## src/rtl/evt_pkg.sv

```systemverilog
// evt_pkg: shared state type and width helpers for the event-burst generator
package evt_pkg;
   typedef enum logic {EVT_IDLE, EVT_RUN} evt_gen_state_t;
   function automatic int period_w(input int max_period);
      return $clog2(max_period + 1);
   endfunction
   function automatic int count_w(input int max_count);
      return $clog2(max_count + 1);
   endfunction
endpackage

```

## src/rtl/evt_period_timer.sv

```systemverilog
// evt_period_timer: phase counter that ticks once every `period` enabled cycles
module evt_period_timer #(
   parameter int PW = 16
) (
   input  logic          clk_in,
   input  logic          rst_in,
   input  logic          clear,
   input  logic          enable,
   input  logic [PW-1:0] period,
   output logic          tick
);
   logic [PW-1:0] phase;
   assign tick = enable && (phase == period - PW'(1));
   // phase wraps to 0 on the tick so the next interval starts immediately
   always_ff @(posedge clk_in or posedge rst_in)
      if (rst_in) phase <= '0;
      else if (clear) phase <= '0;
      else if (enable) phase <= tick ? '0 : phase + PW'(1);
endmodule

```

## src/rtl/evt_burst_gen.sv

```systemverilog
// evt_burst_gen: burst of evenly spaced one-cycle strobes; EVT_BURST_GEN_REPEAT_EN adds repeat_in
module evt_burst_gen
   import evt_pkg::*;
#(
   parameter int MAX_PERIOD = 65535,
   parameter int MAX_COUNT  = 255,
   localparam int PW = period_w(MAX_PERIOD),
   localparam int CW = count_w(MAX_COUNT)
) (
   input  logic          clk_in,
   input  logic          rst_in,
   input  logic          start_in,
   input  logic          stop_in,
`ifdef EVT_BURST_GEN_REPEAT_EN
   input  logic          repeat_in,
`endif
   input  logic [PW-1:0] period_in,
   input  logic [CW-1:0] count_in,
   output logic          evt_out,
   output logic          busy_out,
   output logic          done_out,
   output logic [CW-1:0] remaining_out
);
   evt_gen_state_t state, state_d;
   logic [PW-1:0] per_q, per_d;
   logic [CW-1:0] cnt_q, cnt_d, rem_d;
   logic evt_d, busy_d, done_d, tick, accept, last, rep;
`ifdef EVT_BURST_GEN_REPEAT_EN
   assign rep = repeat_in;
`else
   assign rep = 1'b0;
`endif
   assign accept = (state == EVT_IDLE) && start_in && (count_in != '0) && (period_in != '0);
   assign last = tick && (remaining_out == CW'(1));
   evt_period_timer #(.PW(PW)) u_timer (
      .clk_in (clk_in),
      .rst_in (rst_in),
      .clear  (accept),
      .enable (state == EVT_RUN),
      .period (per_q),
      .tick   (tick)
   );
   // next-state and output decode; stop beats an event due on the same edge
   always_comb begin
      state_d = state;
      per_d   = per_q;
      cnt_d   = cnt_q;
      rem_d   = remaining_out;
      busy_d  = busy_out;
      evt_d   = 1'b0;
      done_d  = 1'b0;
      if (state == EVT_IDLE) begin
         if (accept) begin
            state_d = EVT_RUN;
            per_d   = period_in;
            cnt_d   = count_in;
            rem_d   = count_in;
            busy_d  = 1'b1;
         end else done_d = start_in;
      end else if (stop_in) begin
         state_d = EVT_IDLE;
         rem_d   = '0;
         busy_d  = 1'b0;
      end else if (tick) begin
         evt_d   = 1'b1;
         done_d  = last;
         rem_d   = (last && rep) ? cnt_q : remaining_out - CW'(1);
         state_d = (last && !rep) ? EVT_IDLE : EVT_RUN;
         busy_d  = !(last && !rep);
      end
   end
   // state and registered outputs
   always_ff @(posedge clk_in or posedge rst_in)
      if (rst_in) begin
         state         <= EVT_IDLE;
         per_q         <= '0;
         cnt_q         <= '0;
         remaining_out <= '0;
         evt_out       <= 1'b0;
         busy_out      <= 1'b0;
         done_out      <= 1'b0;
      end else begin
         state         <= state_d;
         per_q         <= per_d;
         cnt_q         <= cnt_d;
         remaining_out <= rem_d;
         evt_out       <= evt_d;
         busy_out      <= busy_d;
         done_out      <= done_d;
      end
endmodule

```

## config.mk

```make
export PLATFORM = sky130hd
export DESIGN_NAME = evt_burst_gen
export DESIGN_NICKNAME = d
export VERILOG_FILES = /design/src/rtl/evt_pkg.sv /design/src/rtl/evt_period_timer.sv /design/src/rtl/evt_burst_gen.sv
export SDC_FILE = /design/constraint.sdc
export NUM_CORES = 1
export LEC_CHECK = 0
export ABC_CLOCK_PERIOD_IN_PS = 3700
export CAP_MARGIN = 20
export CORE_MARGIN = 5
export CORE_UTILIZATION = 55
export DETAILED_ROUTE_END_ITERATION = 6
export PLACE_DENSITY = 0.81
export SETUP_SLACK_MARGIN = 0.05
export SKIP_CTS_REPAIR_TIMING = 1
export SLEW_MARGIN = 15
export SYNTH_ARGS = -nofsm -noshare
export SYNTH_HDL_FRONTEND = slang
export SYNTH_HIERARCHICAL = 1
export SYNTH_SLANG_ARGS = --single-unit
```

## constraint.sdc

```tcl
create_clock -name clk_in -period 3.7 [get_ports clk_in]
set_input_delay 0.74 -clock clk_in [delete_from_list [all_inputs] [get_ports clk_in]]
set_output_delay 0.74 -clock clk_in [all_outputs]
set_load 0.005 [all_outputs]
```

==> flow_summary.ini <==
[run_status]
outcome = complete, no violations

[sta]
rsz0062_at_grt = false
finalCritPeriodShare = 0.884
hold_viol = 0
max_slew_margin = 0.469
finalSetupTns_ps = 0
worst_pin_slew_ps = 790
fin_worst_skew_ps = 3.91
setup_violations = 0
fin_crit_ps = 3270
fmax_ghz = 0.306
finalMaxSlewViolations = 0

[synth]
synthXorXnorAreaFrac = 0.103
synth.lib_cells_used.distinct = 60
synth_top_area_share = 0.382
synth_compound_area_frac = 0.0954
synth_top_family_by_area = simple AND/OR/NAND/NOR gates
ys_seq_elements = 44
synth_ff_type = dfrtp_1
synth-edff-count = 0
syn_area_per_cell_sq_um = 10.1
yosys.area.top_type = dfrtp_1
synthMuxAreaShare = 0.101
yosys.area_share.simple = 0.261
synth_fa_ha_area_frac = 0.0173
netlist_instances = 286
synth_warnings = 6
async_flop_share = 1.00
synth_top_cells_by_area = dfrtp_1, mux2_2, xnor2_1
netlist_area_sq_um = 2890
ys_seq_area_frac = 0.382
syn_nets = 318

[pwr]
seq_power_share = 0.430
power_mw = 1.77
comb_power_share = 0.342
intPower_mw = 1.16
p_switching_mw = 0.611
p_leak_nw = 1.39
p_sw_frac = 0.346
power_frac_clock = 0.228
ir_worst_vdd_mv = 0.312
power.density_nw_per_um2 = 512

[placement]
dp_hpwl_microns = 5010
place_inst = 387
gp_congestion = 0.900
io_buffer_count = 38

[clock_network]
clk-insertion-delay-late_ps = 300
clkTransAtPathRegs_ps = 80
cts_made_buffers = 5
clockBufferDepth = 2
cts_tree = built
cts_sinks = 44
cts_htree_levels = 2
root_buffer = clkbuf_8

[route]
firstDrtPassIters = 4
drt_iter0_markers = 121
vias = 2342
ant_nets = 0
wirelength_microns = 6740
route.detailed.drc = 0
avgRoutedWirePerCell_microns = 17.1
via_per_inst = 5.93

[worst_setup_path]
rr_worst_depth = 9
end_kind = flip-flop
reg2reg_to = remaining_out[3]
r2r-start = per_q[0]
critPathArrivalTime_ps = 3460
start_kind = flip-flop
crit_fanout = 8
crit_type = flip-flop to flip-flop
required_ps = 3890
r2r_slack_ps = 430

[flow_run]
maxCapViolCount = 0

[die]
io_pins = 39
die_x_microns = 82.4
core_area_sq_um = 5110
die_area_sq_um = 6790
fp-row-count = 26
die_y_microns = 82.4
initial_core_util = 0.565

[grt]
grt_pass1_wl_microns = 11000
grt_max_degree = 29
track_usage = 0.213
grt_pass1_vias = 2338
grt-ovfl-total = 0
antenna_found_initial = 0

[layout]
diodes = 0
final_core_util = 0.675
nNetsFinal = 356
drive_gt1_frac = 0.188
syn_to_final_growth_pct = 19.6
fin_cells = 395
mostFrequentLayoutCells = dfrtp_1, clkdlybuf4s50_1, mux2_2
fillers = 400
final_common_cell = dfrtp_1

[hold_path]
whs_endpoint = busy_out
hold_path_class = flip-flop to flip-flop
holdPathStages = 1
worstHoldStart = busy_out
routing by layer:
layer / routed length (microns) / global-route usage / vias up
met3: 284 / 0.0390 / 7
met4: 85 / 0.0631 / 0
met2: 3220 / 0.349 / 68
met5: 0 / 0 / -
met1: 3150 / 0.287 / 1142
li1: - / - / 1125
kinds of logic (layout without fill, tap and decap cells):
logic type | Yosys count | count (layout)
multiplexers | 26 | 26
AO/OA/AOI/OAI | 42 | 42
adder cells (fa/ha/maj) | 4 | 4
flip-flops | 44 | 44
XOR/XNOR | 34 | 34
buffers and inverters | 25 | 64
AND/OR/NAND/NOR | 111 | 111
synthesized netlist by cell type, types with 2 or more instances:
library cell,instances
and2_1,4
nor3b_1,3
o31a_1,2
buf_2,2
nor3_2,9
nand4_1,10
dfrtp_1,44
nor4_1,9
nand2b_1,9
or3_1,2
inv_1,12
xor2_1,14
a21oi_1,12
nor2_1,8
nand2_1,11
nor4_2,2
nor2b_1,4
o21ai_0,8
and4b_1,2
xnor2_1,20
nand3_1,9
clkbuf_1,7
or4_4,3
mux2_2,24
and3_1,5
nor3_1,10
ha_1,4
o22ai_1,5
worst max-delay path: stages (launching register included):
cell and delay, ps:
dfrtp_1 460, nor4_1 600, mux2_2 400, a221oi_1 280, o21ai_0 150, nand4_2 180
nor2_4 60, o21a_1 200, a21oi_2 420, mux2_2 400
flip-flops by register name, indices dropped and copies added (netlist names):
register,cells
busy_out,1
evt_out,1
state,1
remaining_out,8
done_out,1
per_q,16
u_timer/phase,16
power groups by stage:
stage          Combinational, mW  Sequential (mW)  Clock [mW]
2_1_floorplan              0.434            0.704           0
6_report                   0.604            0.760       0.403
3_5_place_dp               0.596            0.765           0
5_1_grt                    0.662            0.783       0.433
3_3_place_gp               0.583            0.758           0
4_1_cts                    0.603            0.757       0.410
cell type report:
cell class                      instances  area (sq um)  area share
Clock buffer                            7          96.3      0.0279
Clock inverter                          1          30.0     0.00871
Inverter                               13          48.8      0.0141
Multi-Input combinational cell        217          1670       0.483
Sequential cell                        44          1100       0.319
Tap cell                               70          87.6      0.0254
Timing Repair Buffer                   43           418       0.121
how the worst max path moves through the flow:
stage / from / endpoint / slack, ps / cells past startpoint
2_1_floorplan: per_q[0] / remaining_out[1] / 750 / 10
3_3_place_gp: per_q[2] / remaining_out[3] / 690 / 9
3_5_place_dp: per_q[1] / remaining_out[3] / 560 / 9
4_1_cts: per_q[0] / remaining_out[3] / 500 / 9
5_1_grt: per_q[0] / remaining_out[6] / 250 / 9
6_report: per_q[0] / remaining_out[3] / 430 / 9
metrics by stage:
| step | hold WS (ps) | cell area (sq um) | worst slack (ps) |
|---|---|---|---|
| 5_1_grt | 566 | 3450 | 249 |
| 4_1_cts | 539 | 3450 | 504 |
| 3_5_place_dp | 508 | 3320 | 559 |
| 3_3_place_gp | 524 | 3320 | 692 |
| 2_1_floorplan | 475 | 2890 | 749 |
| 6_report | 540 | 3450 | 429 |
Note: power is estimated with default switching activity, not from simulation.
